<file path="config.mk">
export PLATFORM = sky130hd
export DESIGN_NAME = otter_pipe_ctrl
export DESIGN_NICKNAME = d
export VERILOG_FILES = /design/src/rtl/otter_pipe_ctrl.sv
export SDC_FILE = /design/constraint.sdc
export NUM_CORES = 1
export LEC_CHECK = 0
export CORE_MARGIN = 3
export CORE_UTILIZATION = 47
export DETAILED_ROUTE_END_ITERATION = 6
export PLACE_DENSITY = 0.91
export SYNTH_ARGS = -nofsm -noshare
export SYNTH_HDL_FRONTEND = slang
export SYNTH_SLANG_ARGS = --single-unit
</file>
<file path="constraint.sdc">
create_clock -name clk -period 2.8 [get_ports clk]
set_clock_uncertainty 0.05 [all_clocks]
set_input_delay 0.56 -clock clk [delete_from_list [all_inputs] [get_ports clk]]
set_output_delay 0.56 -clock clk [all_outputs]
set_load 0.01 [all_outputs]
</file>
<file path="src/rtl/otter_pipe_ctrl.sv">
// OTTER 5-stage pipeline controller: owns the DEC/EXE/MEM/WB instruction registers,
// resolves hazards and redirects, and sequences interrupt entry.
module otter_pipe_ctrl #(
  parameter bit          FORWARDING = 1'b1,
  parameter bit          INT_EN     = 1'b1,
  parameter logic [31:0] NOP_IR     = 32'h0000_0013
) (
  input  logic        clk,
  input  logic        rst_n,
  input  logic [31:0] if_ir,
  input  logic        if_valid,
  input  logic        br_eq,
  input  logic        br_lt,
  input  logic        br_ltu,
  input  logic        mem_ready,
  input  logic        int_req,
  input  logic        mie,
  output logic [31:0] dec_ir,
  output logic [31:0] exe_ir,
  output logic [31:0] mem_ir,
  output logic [31:0] wb_ir,
  output logic        pc_write,
  output logic [2:0]  pc_source,
  output logic        alu_srca,
  output logic [1:0]  alu_srcb,
  output logic [3:0]  alu_func,
  output logic [1:0]  fwd_a,
  output logic [1:0]  fwd_b,
  output logic        mem_read2,
  output logic        mem_write2,
  output logic        mem_sign,
  output logic [1:0]  mem_size,
  output logic        reg_wr_en,
  output logic        csr_write,
  output logic [1:0]  rf_wr_sel,
  output logic        int_taken
);

  localparam logic [6:0] OP_LUI    = 7'b0110111;
  localparam logic [6:0] OP_AUIPC  = 7'b0010111;
  localparam logic [6:0] OP_JAL    = 7'b1101111;
  localparam logic [6:0] OP_JALR   = 7'b1100111;
  localparam logic [6:0] OP_BRANCH = 7'b1100011;
  localparam logic [6:0] OP_LOAD   = 7'b0000011;
  localparam logic [6:0] OP_STORE  = 7'b0100011;
  localparam logic [6:0] OP_IMM    = 7'b0010011;
  localparam logic [6:0] OP_OP     = 7'b0110011;
  localparam logic [6:0] OP_SYSTEM = 7'b1110011;

  typedef enum logic [1:0] {RUN, DRAIN, JUMP} int_state_t;

  int_state_t  state, state_next;
  logic [31:0] dec_d, exe_d, mem_d, wb_d;
  logic        redirect, br_taken, raw_stall;
  logic [2:0]  redirect_src;

  function automatic logic writes_rd(input logic [31:0] ir);
    logic op_ok;
    case (ir[6:0])
      OP_LUI, OP_AUIPC, OP_JAL, OP_JALR, OP_LOAD, OP_OP, OP_IMM: op_ok = 1'b1;
      OP_SYSTEM: op_ok = (ir[14:12] != 3'b000);
      default:   op_ok = 1'b0;
    endcase
    return op_ok && (ir[11:7] != 5'd0);
  endfunction

  // CSR immediate forms (f3[2]=1) carry a zimm in the rs1 field, not a register
  function automatic logic uses_rs1(input logic [31:0] ir);
    logic used;
    case (ir[6:0])
      OP_JALR, OP_BRANCH, OP_LOAD, OP_STORE, OP_IMM, OP_OP: used = 1'b1;
      OP_SYSTEM: used = (ir[14:12] != 3'b000) && !ir[14];
      default:   used = 1'b0;
    endcase
    return used;
  endfunction

  function automatic logic uses_rs2(input logic [31:0] ir);
    return (ir[6:0] == OP_BRANCH) || (ir[6:0] == OP_STORE) || (ir[6:0] == OP_OP);
  endfunction

  function automatic logic depends_on(input logic [31:0] cons, input logic [31:0] prod);
    return writes_rd(prod) &&
           ((uses_rs1(cons) && (cons[19:15] == prod[11:7])) ||
            (uses_rs2(cons) && (cons[24:20] == prod[11:7])));
  endfunction

  function automatic logic [1:0] fwd_src(input logic [4:0] rs, input logic used,
                                         input logic [31:0] mir, input logic [31:0] wir);
    logic [1:0] src;
    src = 2'd0;
    if (FORWARDING && used) begin
      if (writes_rd(mir) && (mir[6:0] != OP_LOAD) && (mir[11:7] == rs))
        src = 2'd1;
      else if (writes_rd(wir) && (wir[11:7] == rs))
        src = 2'd2;
    end
    return src;
  endfunction

  always_comb begin
    br_taken = 1'b0;
    case (exe_ir[14:12])
      3'b000:  br_taken = br_eq;
      3'b001:  br_taken = !br_eq;
      3'b100:  br_taken = br_lt;
      3'b101:  br_taken = !br_lt;
      3'b110:  br_taken = br_ltu;
      3'b111:  br_taken = !br_ltu;
      default: br_taken = 1'b0;
    endcase
  end

  always_comb begin
    redirect     = 1'b0;
    redirect_src = 3'd0;
    case (exe_ir[6:0])
      OP_JAL:    begin redirect = 1'b1;     redirect_src = 3'd3; end
      OP_JALR:   begin redirect = 1'b1;     redirect_src = 3'd1; end
      OP_BRANCH: begin redirect = br_taken; redirect_src = 3'd2; end
      OP_SYSTEM: begin
        redirect     = (exe_ir[14:12] == 3'b000);
        redirect_src = 3'd5;
      end
      default: ;
    endcase
  end

  // Without forwarding, the regfile write-through only covers the WB stage
  always_comb begin
    if (FORWARDING)
      raw_stall = (exe_ir[6:0] == OP_LOAD) && depends_on(dec_ir, exe_ir);
    else
      raw_stall = depends_on(dec_ir, exe_ir) || depends_on(dec_ir, mem_ir);
  end

  assign fwd_a = fwd_src(exe_ir[19:15], uses_rs1(exe_ir), mem_ir, wb_ir);
  assign fwd_b = fwd_src(exe_ir[24:20], uses_rs2(exe_ir), mem_ir, wb_ir);

  // Stage steering and interrupt FSM; a memory wait overrides everything else
  always_comb begin
    state_next = state;
    pc_write   = 1'b1;
    pc_source  = 3'd0;
    int_taken  = 1'b0;
    dec_d      = if_valid ? if_ir : NOP_IR;
    exe_d      = dec_ir;
    mem_d      = exe_ir;
    wb_d       = mem_ir;
    if (!mem_ready) begin
      dec_d    = dec_ir;
      exe_d    = exe_ir;
      mem_d    = mem_ir;
      wb_d     = NOP_IR;
      pc_write = 1'b0;
    end else begin
      case (state)
        RUN: begin
          if (redirect) begin
            pc_source = redirect_src;
            dec_d     = NOP_IR;
            exe_d     = NOP_IR;
          end else if (raw_stall) begin
            pc_write = 1'b0;
            dec_d    = dec_ir;
            exe_d    = NOP_IR;
          end else if (INT_EN && int_req && mie) begin
            state_next = DRAIN;
          end
        end
        DRAIN: begin
          pc_write = 1'b0;
          dec_d    = dec_ir;
          exe_d    = NOP_IR;
          if ((exe_ir == NOP_IR) && (mem_ir == NOP_IR))
            state_next = JUMP;
        end
        JUMP: begin
          int_taken  = 1'b1;
          pc_source  = 3'd4;
          dec_d      = NOP_IR;
          exe_d      = NOP_IR;
          state_next = RUN;
        end
        default: state_next = RUN;
      endcase
    end
  end

  always_ff @(posedge clk or negedge rst_n) begin
    if (!rst_n) begin
      state  <= RUN;
      dec_ir <= NOP_IR;
      exe_ir <= NOP_IR;
      mem_ir <= NOP_IR;
      wb_ir  <= NOP_IR;
    end else begin
      state  <= state_next;
      dec_ir <= dec_d;
      exe_ir <= exe_d;
      mem_ir <= mem_d;
      wb_ir  <= wb_d;
    end
  end

  assign alu_srca = (dec_ir[6:0] == OP_LUI) || (dec_ir[6:0] == OP_AUIPC);

  always_comb begin
    case (dec_ir[6:0])
      OP_IMM, OP_LOAD: alu_srcb = 2'd1;
      OP_STORE:        alu_srcb = 2'd2;
      OP_AUIPC:        alu_srcb = 2'd3;
      default:         alu_srcb = 2'd0;
    endcase
  end

  // Only shift-right-immediate uses bit 30 as a function select among OP_IMM ops
  always_comb begin
    case (exe_ir[6:0])
      OP_OP:             alu_func = {exe_ir[30], exe_ir[14:12]};
      OP_IMM:            alu_func = {exe_ir[30] & (exe_ir[14:12] == 3'b101), exe_ir[14:12]};
      OP_LUI, OP_SYSTEM: alu_func = 4'd9;
      default:           alu_func = 4'd0;
    endcase
  end

  assign mem_read2  = (mem_ir[6:0] == OP_LOAD);
  assign mem_write2 = (mem_ir[6:0] == OP_STORE);
  assign mem_sign   = !mem_ir[14];
  assign mem_size   = mem_ir[13:12];

  assign reg_wr_en = writes_rd(wb_ir);
  assign csr_write = (wb_ir[6:0] == OP_SYSTEM) && (wb_ir[14:12] != 3'b000);

  always_comb begin
    case (wb_ir[6:0])
      OP_LOAD:                           rf_wr_sel = 2'd2;
      OP_SYSTEM:                         rf_wr_sel = 2'd1;
      OP_LUI, OP_AUIPC, OP_OP, OP_IMM:   rf_wr_sel = 2'd3;
      default:                           rf_wr_sel = 2'd0;
    endcase
  end

endmodule
</file>
# After elaboration in Yosys (flattened, before gate mapping)
# Cells that the tools add are included.
# classes
muxes,45
eq_ne,57
reduce_logical,54
n_bitwise,2
# op_table
operator,n
$mux W32,6
$pmux W32 S3,1
$eq A7 B7 Y1 const B,13
$eq A7 B6 Y1 const B,11
$eq A32 B5 Y1 const B,2
$pmux W32 S2,1
$eq A7 B5 Y1 const B,8
$eq A5 B5 Y1,6
$eq A7 B2 Y1 const B,4
$logic_and A1 B1 Y1,21
$reduce_or A7 Y1,3
$mux W2,10
$reduce_bool A5 Y1,3
$eq A3 B3 Y1 const B,4
$pmux W1 S2,6
$pmux W2 S3,2
$pmux W3 S4,1
$pmux W4 S3,1
$reduce_bool A3 Y1,4
$reduce_or A6 Y1,2
$mux W1,11
$ne A2 B2 Y1 const B,4
$reduce_or A2 Y1,4
$ne A7 B2 Y1 const B,1
18 further kinds,29
# word_totals
register_bits,130
wordCells,163
output_inout_bits,153

# Longest topological paths before layout
# Gate-level depths: netlist (run 1).
# logic_depth
ltp_word,14
depth_mapped,9

# Worst setup path before layout (run 1)
# OpenSTA, ideal clock, no wires.
# synth_timing
path_kind,reg-to-output
from,reg wb_ir[4]
to,out fwd_a[1]
path_slack_ns,0.254
path_stages_with_launch,6
n_path_buf,0
arrival_time_ns,1.936
t_required_ns,2.190
cell_sequence,dfstp_2 -> nand4b_1 -> nor4_1 -> a311oi_1 -> a21oi_1 -> nor3b_1
# synth_between
elab_chain_cells,10
elab_cells_between_ends,17
cone_classes,8 x eq/ne; 6 x mux; 3 x reduce/logical
# synth_rtl
item,line,rtl
start: declaration,21,"output logic [31:0] wb_ir,"
start signal: assignment,202,wb_ir <= wb_d;
"$eq A7 B6 Y1, or another cell as far along",59,case (ir[6:0])
$reduce_or A7 Y1,59,
$pmux W1 S2 *,59,
$mux W1 *,93,if (writes_rd(mir) && (mir[6:0] != OP_LOAD) && (mir[11:7] == rs))
$mux W1 *,92,if (FORWARDING && used) begin
$logic_and A1 B1 Y1 *,64,return op_ok && (ir[11:7] != 5'd0);
$logic_and A1 B1 Y1 *,95,else if (writes_rd(wir) && (wir[11:7] == rs))
$mux W2 *,95,
$mux W2 *,93,
$mux W2 *,92,
end: declaration,27,"output logic [1:0] fwd_a,"
# Every way passes the cells marked *; elsewhere a longest branch is shown, timed or not. The select of a mux whose other input is x is not followed.

# Worst setup path in the final report (run 1)
# layout_timing
from,reg exe_ir[8]
to,out pc_write
# layout_between
elab_chain_cells,9
elab_cells_between_ends,13
cone_classes,2 x eq/ne; 4 x mux; 7 x reduce/logical
# layout_rtl
item,line,rtl
start: declaration,19,"output logic [31:0] exe_ir,"
start signal: assignment,194,exe_ir <= NOP_IR;
start signal: assignment,200,exe_ir <= exe_d;
$eq A5 B5 Y1,-,
"$logic_and A1 B1 Y1, on equally long branches",-,
$logic_or A1 B1 Y1,84,((uses_rs1(cons) && (cons[19:15] == prod[11:7])) ||
$logic_and A1 B1 Y1 *,83,return writes_rd(prod) &&
$logic_and A1 B1 Y1 *,132,"raw_stall = (exe_ir[6:0] == OP_LOAD) && depends_on(dec_ir, exe_ir);"
$mux W1 *,163,end else if (raw_stall) begin
$mux W1 *,159,if (redirect) begin
$pmux W1 S2 *,157,case (state)
$mux W1 *,150,if (!mem_ready) begin
end: declaration,22,"output logic pc_write,"
# Every way passes the cells marked *; elsewhere a longest branch is shown, timed or not.

==> metrics.md, run 1 <==
| Metric | Value |
|---|---|
| Largest net degree at the start of global routing | `86` |
| Layout cell share with drive strength beyond 1 | `26.4%` |
| CTS Buf Count | `17` |
| Drt first pass iters | `6` |
| Most common cell after layout, fill and taps aside | `clkdlybuf4s50_1` |
| Placed cell area | `between 8000 and 9000 µm²` |
| R2r startpoint | `mem_ir[5]$_DFFE_PN0P_` |
| Main flop type after synthesis | `dfrtp_1` |
| Static Leak | `4.40 nW` |
| Worst Hold Class | `register to register` |
| Rel. slew slack | `35.3%` |
| Most frequent cells in the layout | `clkdlybuf4s50_1 (172), dfrtp_1 (111), buf_4 (89), nor2_1 (46), and2_1 (34)` |
| DPL Wire Length | `14300 µm` |
| Post-layout min period | `between 2 and 3 ns` |
| Fmax | `349 MHz` |
| Setup WS post-layout | `-0.0631 ns` |
| Clock latency on the worst-skew pair | `0.42 ns` |
| Measured slew at the worst slew-check pin | `0.970 ns` |
| Post-DR vias/cell | `5.49` |
| Post-synthesis register bit count | `130` |
| Outcome | `finished, violations left` |
| Synth-to-layout area growth | `57.7%` |
| Final TNS setup | `-0.0996 ns` |
| PwrDens | `1140 nW/µm²` |
| Endpoint class of the critical path | `primary output` |
| Synth Cell Area | `6030 µm²` |
| Worst Path Required | `2.19 ns` |
| Warnings from Yosys | `0` |
| Wire per inst | `21.0 µm` |
| Initial DRC count | `450` |
| Clock Sinks | `130` |
| Die H | `119 µm` |
| CP max FO | `5` |
| # DRC | `0` |
| Register area share after synthesis | `between 50% and 60%` |
| GRT Total Usage | `28.7%` |
| Antenna cell count | `0` |
| Mapped Nets | `571` |
| Die width | `about 120 µm` |
| Crit path to | `pc_write` |
| Crit share post-route | `102%` |
| First-pass GRT wire length | `31700 µm` |
| Crit Path Class | `register to primary output` |
| Remaining antenna violation count | `0` |
| Count of final setup violators | `3` |
| Initial Util | `49.2%` |
| Max Root-Sink Buffers | `2` |
| Post-synthesis cell type count | `54` |
| Reg2Reg Capture Point | `state[1]$_DFFE_PN0P_` |
| TritonCTS clock tree | `built` |
| Design area | `9510 µm²` |
| GRT overflow | `0` |
| Number of global-route vias before repair | `5722` |
| CP startpoint | `exe_ir[8]$_DFFE_PN0P_` |
| Final Hold Vio Count | `0` |
| Root buffer cell | `clkbuf_16` |
| Clock transition at path regs | `0.06 ns` |
| RePlAce Congestion | `0.922` |
| H-tree Lvls | `4` |
| R2R cell count | `9` |
| Quantity of I/O buffers inserted on ports | `around 190` |
| R2r setup slk | `0.12 ns` |
| Core ar. | `~12000 µm²` |
| Slew Limit Fails | `0` |
| Vias post-DR | `between 5000 and 6000` |
| CP arrival | `2.25 ns` |
| Antenna violations before repair | `0` |
| Final net count | `845` |
| RSZ-0062 raised after global routing | `yes` |
| IO Pins | `194` |
| Worst Setup Start Kind | `register` |
| Asr flop ratio synth | `100%` |
| Avg Cell Area, Syn | `11.5 µm²` |
| FP Rows | `40` |
| Failing checks | `setup timing` |
| Peak VDD IR | `between 0.0005 and 0.0006 V` |
| Max Cap Viol | `0` |
| Detailed Route WL | `between 20000 and 25000 µm` |
| Number of synthesized flops with an enable pin | `0` |
| Cells after synthesis | `526` |
| Die Footprint | `between 10000 and 15000 µm²` |
[logic make-up after synthesis]
group	Yosys count	synth area share [%]
AND/OR/NAND/NOR	181	16.3
XOR/XNOR	30	4.36
buffers and inverters	41	3.44
adder cells (fa/ha/maj)	4	0.830
multiplexers	60	10.6
AO/OA/AOI/OAI	80	10.3
flip-flops	130	54.2
[sequential cells by signal (all words and copies together) (netlist names)]
name / flops
dec_ir: 32
wb_ir: 32
exe_ir: 32
state: 2
mem_ir: 32
[how the worst min path moves through the flow]
| stage | start | end | cells after the start |
|---|---|---|---|
| 6_report | mem_ir[0]$_DFFE_PN1P_ | wb_ir[0]$_DFF_PN1_ | 1 |
| 5_1_grt | mem_ir[0]$_DFFE_PN1P_ | wb_ir[0]$_DFF_PN1_ | 1 |
| 4_1_cts | mem_ir[0]$_DFFE_PN1P_ | wb_ir[0]$_DFF_PN1_ | 1 |
| 3_5_place_dp | rst_n | wb_ir[29]$_DFF_PN0_ | 1 |
| 3_3_place_gp | rst_n | wb_ir[21]$_DFF_PN0_ | 1 |
| 2_1_floorplan | rst_n | dec_ir[10]$_DFFE_PN0P_ | 0 |
[what timing repair did]
item	4_1_cts	5_1_grt
pin swaps	22	14
hold buffers	1	0
gates resized for setup	62	25
setup endpoints to repair	17	12
endpoints found under the hold margin	30	0
setup buffers	20	4
[report_power, final]
part           internal [mW]  switching (mW)  leakage, nW
Clock                   1.44           0.876        0.302
Sequential              2.59           0.814         1.70
Combinational           2.78            2.34         2.40
Total                   6.81            4.03         4.40
[per-stage QoR]
stage                     setup slack [ns]  power (mW)  instances  hold slack (ns)  utilization, %
after floorplan                      0.254        5.20        526            0.214               -
after CTS                           -0.143        10.7        977            0.466            76.5
after global routing                -0.128        11.3        981            0.492            77.6
after detailed placement            -0.349        7.97        924            0.421            69.6
final                              -0.0631        10.8        981            0.465            77.6
after global placement              -0.204        7.79        924            0.415            69.6
[synthesized netlist by cell type (5+ instances only)]
library cell	number	area, µm²
dfrtp_1	118	2950
nor2_1	48	180
and2_1	34	213
mux2_2	30	338
mux2i_1	30	300
a22o_1	29	254
clkbuf_1	17	63.8
nor3_1	17	85.1
xor2_1	17	149
nand2_1	15	56.3
o21ai_0	15	75.1
nand2b_1	14	87.6
a21oi_1	13	65.1
nor4_1	13	81.3
xnor2_1	13	114
dfstp_2	12	315
inv_1	11	41.3
nand3_1	7	35.0
nand4_1	6	37.5
buf_6	5	56.3
or4_1	5	37.5
[cell type report]
type / instances / area [µm²]
fill: 751 / 2750
multi-input combinational: 355 / 2740
clock buffer: 18 / 439
sequential: 130 / 3280
tap: 168 / 210
inverter: 11 / 41.3
timing repair buffer: 285 / 2620
clock inverter: 14 / 178
[routing by layer]
metal  global-route usage [%]  vias up  part of all wire [%]
li1                         -     2417                     -
met3                     6.55       50                   6.5
met1                     34.5     2663                    39
met2                     49.4      257                    51
met4                     12.2        0                   3.0
met5                        0        -                     0
[critical path, stage by stage (launching register included)]
cell and delay, ns:
dfrtp_2 0.45, xor2_2 0.16, nor4_2 0.34, nand4_1 0.24
a2111oi_4 0.38, nor2_1 0.11, buf_2 0.16
Power figures use the tool's default switching activity.
==> inputs of run 2 (changes only) <==
- CORE_UTILIZATION: 47 -> 48
- CTS_BUF_LIST: not set -> sky130_fd_sc_hd__clkbuf_4
- PLACE_DENSITY: 0.91 -> 0.93
- SLEW_MARGIN: not set -> 10
==> metrics.md, run 2 (synthesis results as in run 1) <==
| Metric | Value |
|---|---|
| Post-layout min period | `3.01 ns` |
| Slowest Stage Delay on Critical Path | `between 0.5 and 0.6 ns` |
| Detailed Route WL | `19300 µm` |
| Worst Setup Start Kind | `register` |
| Clock latency on the worst-skew pair | `0.57 ns` |
| First-pass GRT wire length | `30200 µm` |
| Clock Sinks | `130` |
| Post-layout util | `75.9%` |
| GRT Total Usage | `27.4%` |
| Design area | `9240 µm²` |
| # fillers | `a little under 800` |
| Synth-to-layout area growth | `53.2%` |
| CP arrival | `2.40 ns` |
| Die width | `between 100 and 150 µm` |
| # DRC | `0` |
| DPL Wire Length | `14000 µm` |
| Antenna cell count | `0` |
| Placed cell area | `8530 µm²` |
| Final net count | `849` |
| Setup WS post-layout | `-0.213 ns` |
| Most common cell after layout, fill and taps aside | `clkdlybuf4s50_1` |
| H-tree Lvls | `4` |
| FP Rows | `40` |
| Total chip power | `9.75 mW` |
| Endpoint class of the critical path | `primary output` |
| IO Pins | `194` |
| Remaining antenna violation count | `0` |
| CP startpoint | `exe_ir[8]$_DFFE_PN0P_` |
| R2r startpoint | `exe_ir[8]$_DFFE_PN0P_` |
| Static Leak | `between 4 and 5 nW` |
| Core ar. | `approximately 12000 µm²` |
| Quantity of I/O buffers inserted on ports | `193` |
| Wire per inst | `19.6 µm` |
| Crit path to | `pc_write` |
| Crit path max-delay cell type | `or4_1` |
| Cell mode on critical path | `nor2_1` |
| Max Root-Sink Buffers | `2` |
| Post-DR vias/cell | `about 5.5` |
| RSZ-0062 raised after global routing | `yes` |
| Crit-path cells | `buf_4, or4_1, nor2_1, or4_4, a2111oi_4, nor2_1, buf_2` |
| Crit share post-route | `108%` |
| Largest net degree at the start of global routing | `77` |
| Measured slew at the worst slew-check pin | `between 0.7 and 0.8 ns` |
| Final Hold Vio Count | `0` |
| CP max FO | `5` |
| Layout cell share with drive strength beyond 1 | `slightly below 30%` |
| TritonCTS clock tree | `built` |
| R2R cell count | `10` |
| Initial Util | `49.6%` |
| Slew Limit Fails | `0` |
| PwrDens | `approximately 1100 nW/µm²` |
| Peak VDD IR | `0.000559 V` |
| Reg2Reg Capture Point | `dec_ir[25]$_DFFE_PN0P_` |
| Die H | `118 µm` |
| Crit Path Class | `register to primary output` |
| Multi-input logic area | `2790 µm²` |
| R2r setup slk | `0.06 ns` |
| Max Cap Viol | `0` |
| Die Footprint | `13900 µm²` |
| GRT overflow | `0` |
| RePlAce Congestion | `0.965` |
| Fmax | `332 MHz` |
| Most frequent cells in the layout | `clkdlybuf4s50_1 (170), dfrtp_1 (112), buf_4 (90), nor2_1 (43), and2_1 (31)` |
| Antenna violations before repair | `0` |
| CTS Buf Count | `17` |
| Vias post-DR | `5420` |
| Count of final setup violators | `7` |
| Initial DRC count | `447` |
| Root buffer cell | `clkbuf_4` |
| Clock transition at path regs | `0.14 ns` |
| Outcome | `finished, violations left` |
| Worst Path Required | `2.19 ns` |
| Number of global-route vias before repair | `5503` |
| Rel. slew slack | `47.0%` |
| Area occupied by registers | `3280 µm²` |
| Failing checks | `setup timing` |
| Worst Hold Class | `input pin to asynchronous set/reset pin` |
| Drt first pass iters | `7` |
==> run 2: cell types whose count changed in the layout (fill, tap and decap cells not counted), moves of 3 or more <==
cell	previous run	this run
and2_1	34	31
bufinv_16	3	0
clkdlybuf4s15_2	0	3
inv_8	0	5
nand2_2	0	3
clkbuf_16	17	0
and2_4	0	3
clkbuf_4	0	17
buf_2	5	10
nor2_2	0	4
dlygate4sd2_1	10	4
nor2_1	46	43
nand2_1	15	12
==> run 2: routing by layer <==
layer  track usage, %  part of all wire, %
met5                0                    0
met1             35.9                   41
met4             9.60                  2.3
met3             6.68                  5.9
met2             44.6                   50
==> run 2: worst min path at each step <==
stage / start / endpoint / slack (ns) / depth (start not counted)
6_report: rst_n / exe_ir[3]$_DFFE_PN0P_ / 0.45 / 2
5_1_grt: rst_n / mem_ir[2]$_DFFE_PN0P_ / 0.46 / 2
4_1_cts: rst_n / mem_ir[2]$_DFFE_PN0P_ / 0.45 / 2
3_5_place_dp: mem_ir[1]$_DFFE_PN1P_ / wb_ir[1]$_DFF_PN1_ / 0.47 / 1
3_3_place_gp: mem_ir[1]$_DFFE_PN1P_ / wb_ir[1]$_DFF_PN1_ / 0.46 / 1
2_1_floorplan: rst_n / dec_ir[10]$_DFFE_PN0P_ / 0.21 / 0
==> run 2: layout make-up <==
| type | count | share of cell area, % |
|---|---|---|
| tap | 168 | 2.28 |
| clock inverter | 15 | 1.50 |
| sequential | 130 | 35.5 |
| timing repair buffer | 289 | 28.8 |
| clock buffer | 17 | 1.38 |
| multi-input combinational | 355 | 30.2 |
| inverter | 11 | 0.447 |
==> run 2: power by group <==
part | internal [mW] | switching (mW) | total [mW]
Combinational | 2.83 | 2.34 | 5.17
Sequential | 2.58 | 0.762 | 3.34
Clock | 0.395 | 0.839 | 1.23
==> run 2: stage by stage <==
step / setup slack, ns / setup TNS [ns] / cells / hold slack, ns
final: -0.213 / -0.693 / 985 / 0.452
after floorplan: 0.254 / 0 / 526 / 0.214
after detailed placement: -0.364 / -1.17 / 921 / 0.470
after global routing: -0.328 / -1.85 / 985 / 0.462
after CTS: -0.284 / -0.857 / 977 / 0.447
after global placement: -0.215 / -0.586 / 921 / 0.459
==> run 2: worst max-delay path, delay by kind of cell (launching register included) <==
family	cells	cell delay [ns]
flops	1	0.47
buf+inv	2	0.31
simple gates	4	1.02
compound gates	1	0.04
==> run 2: timing repair <==
item,4_1_cts,5_1_grt
cloned,0,0
endpoints found under the hold margin,38,0
gates resized for setup,92,30
pin swaps,20,12
hold buffers,1,0
endpoints found under the setup margin,19,20
setup buffers,24,8
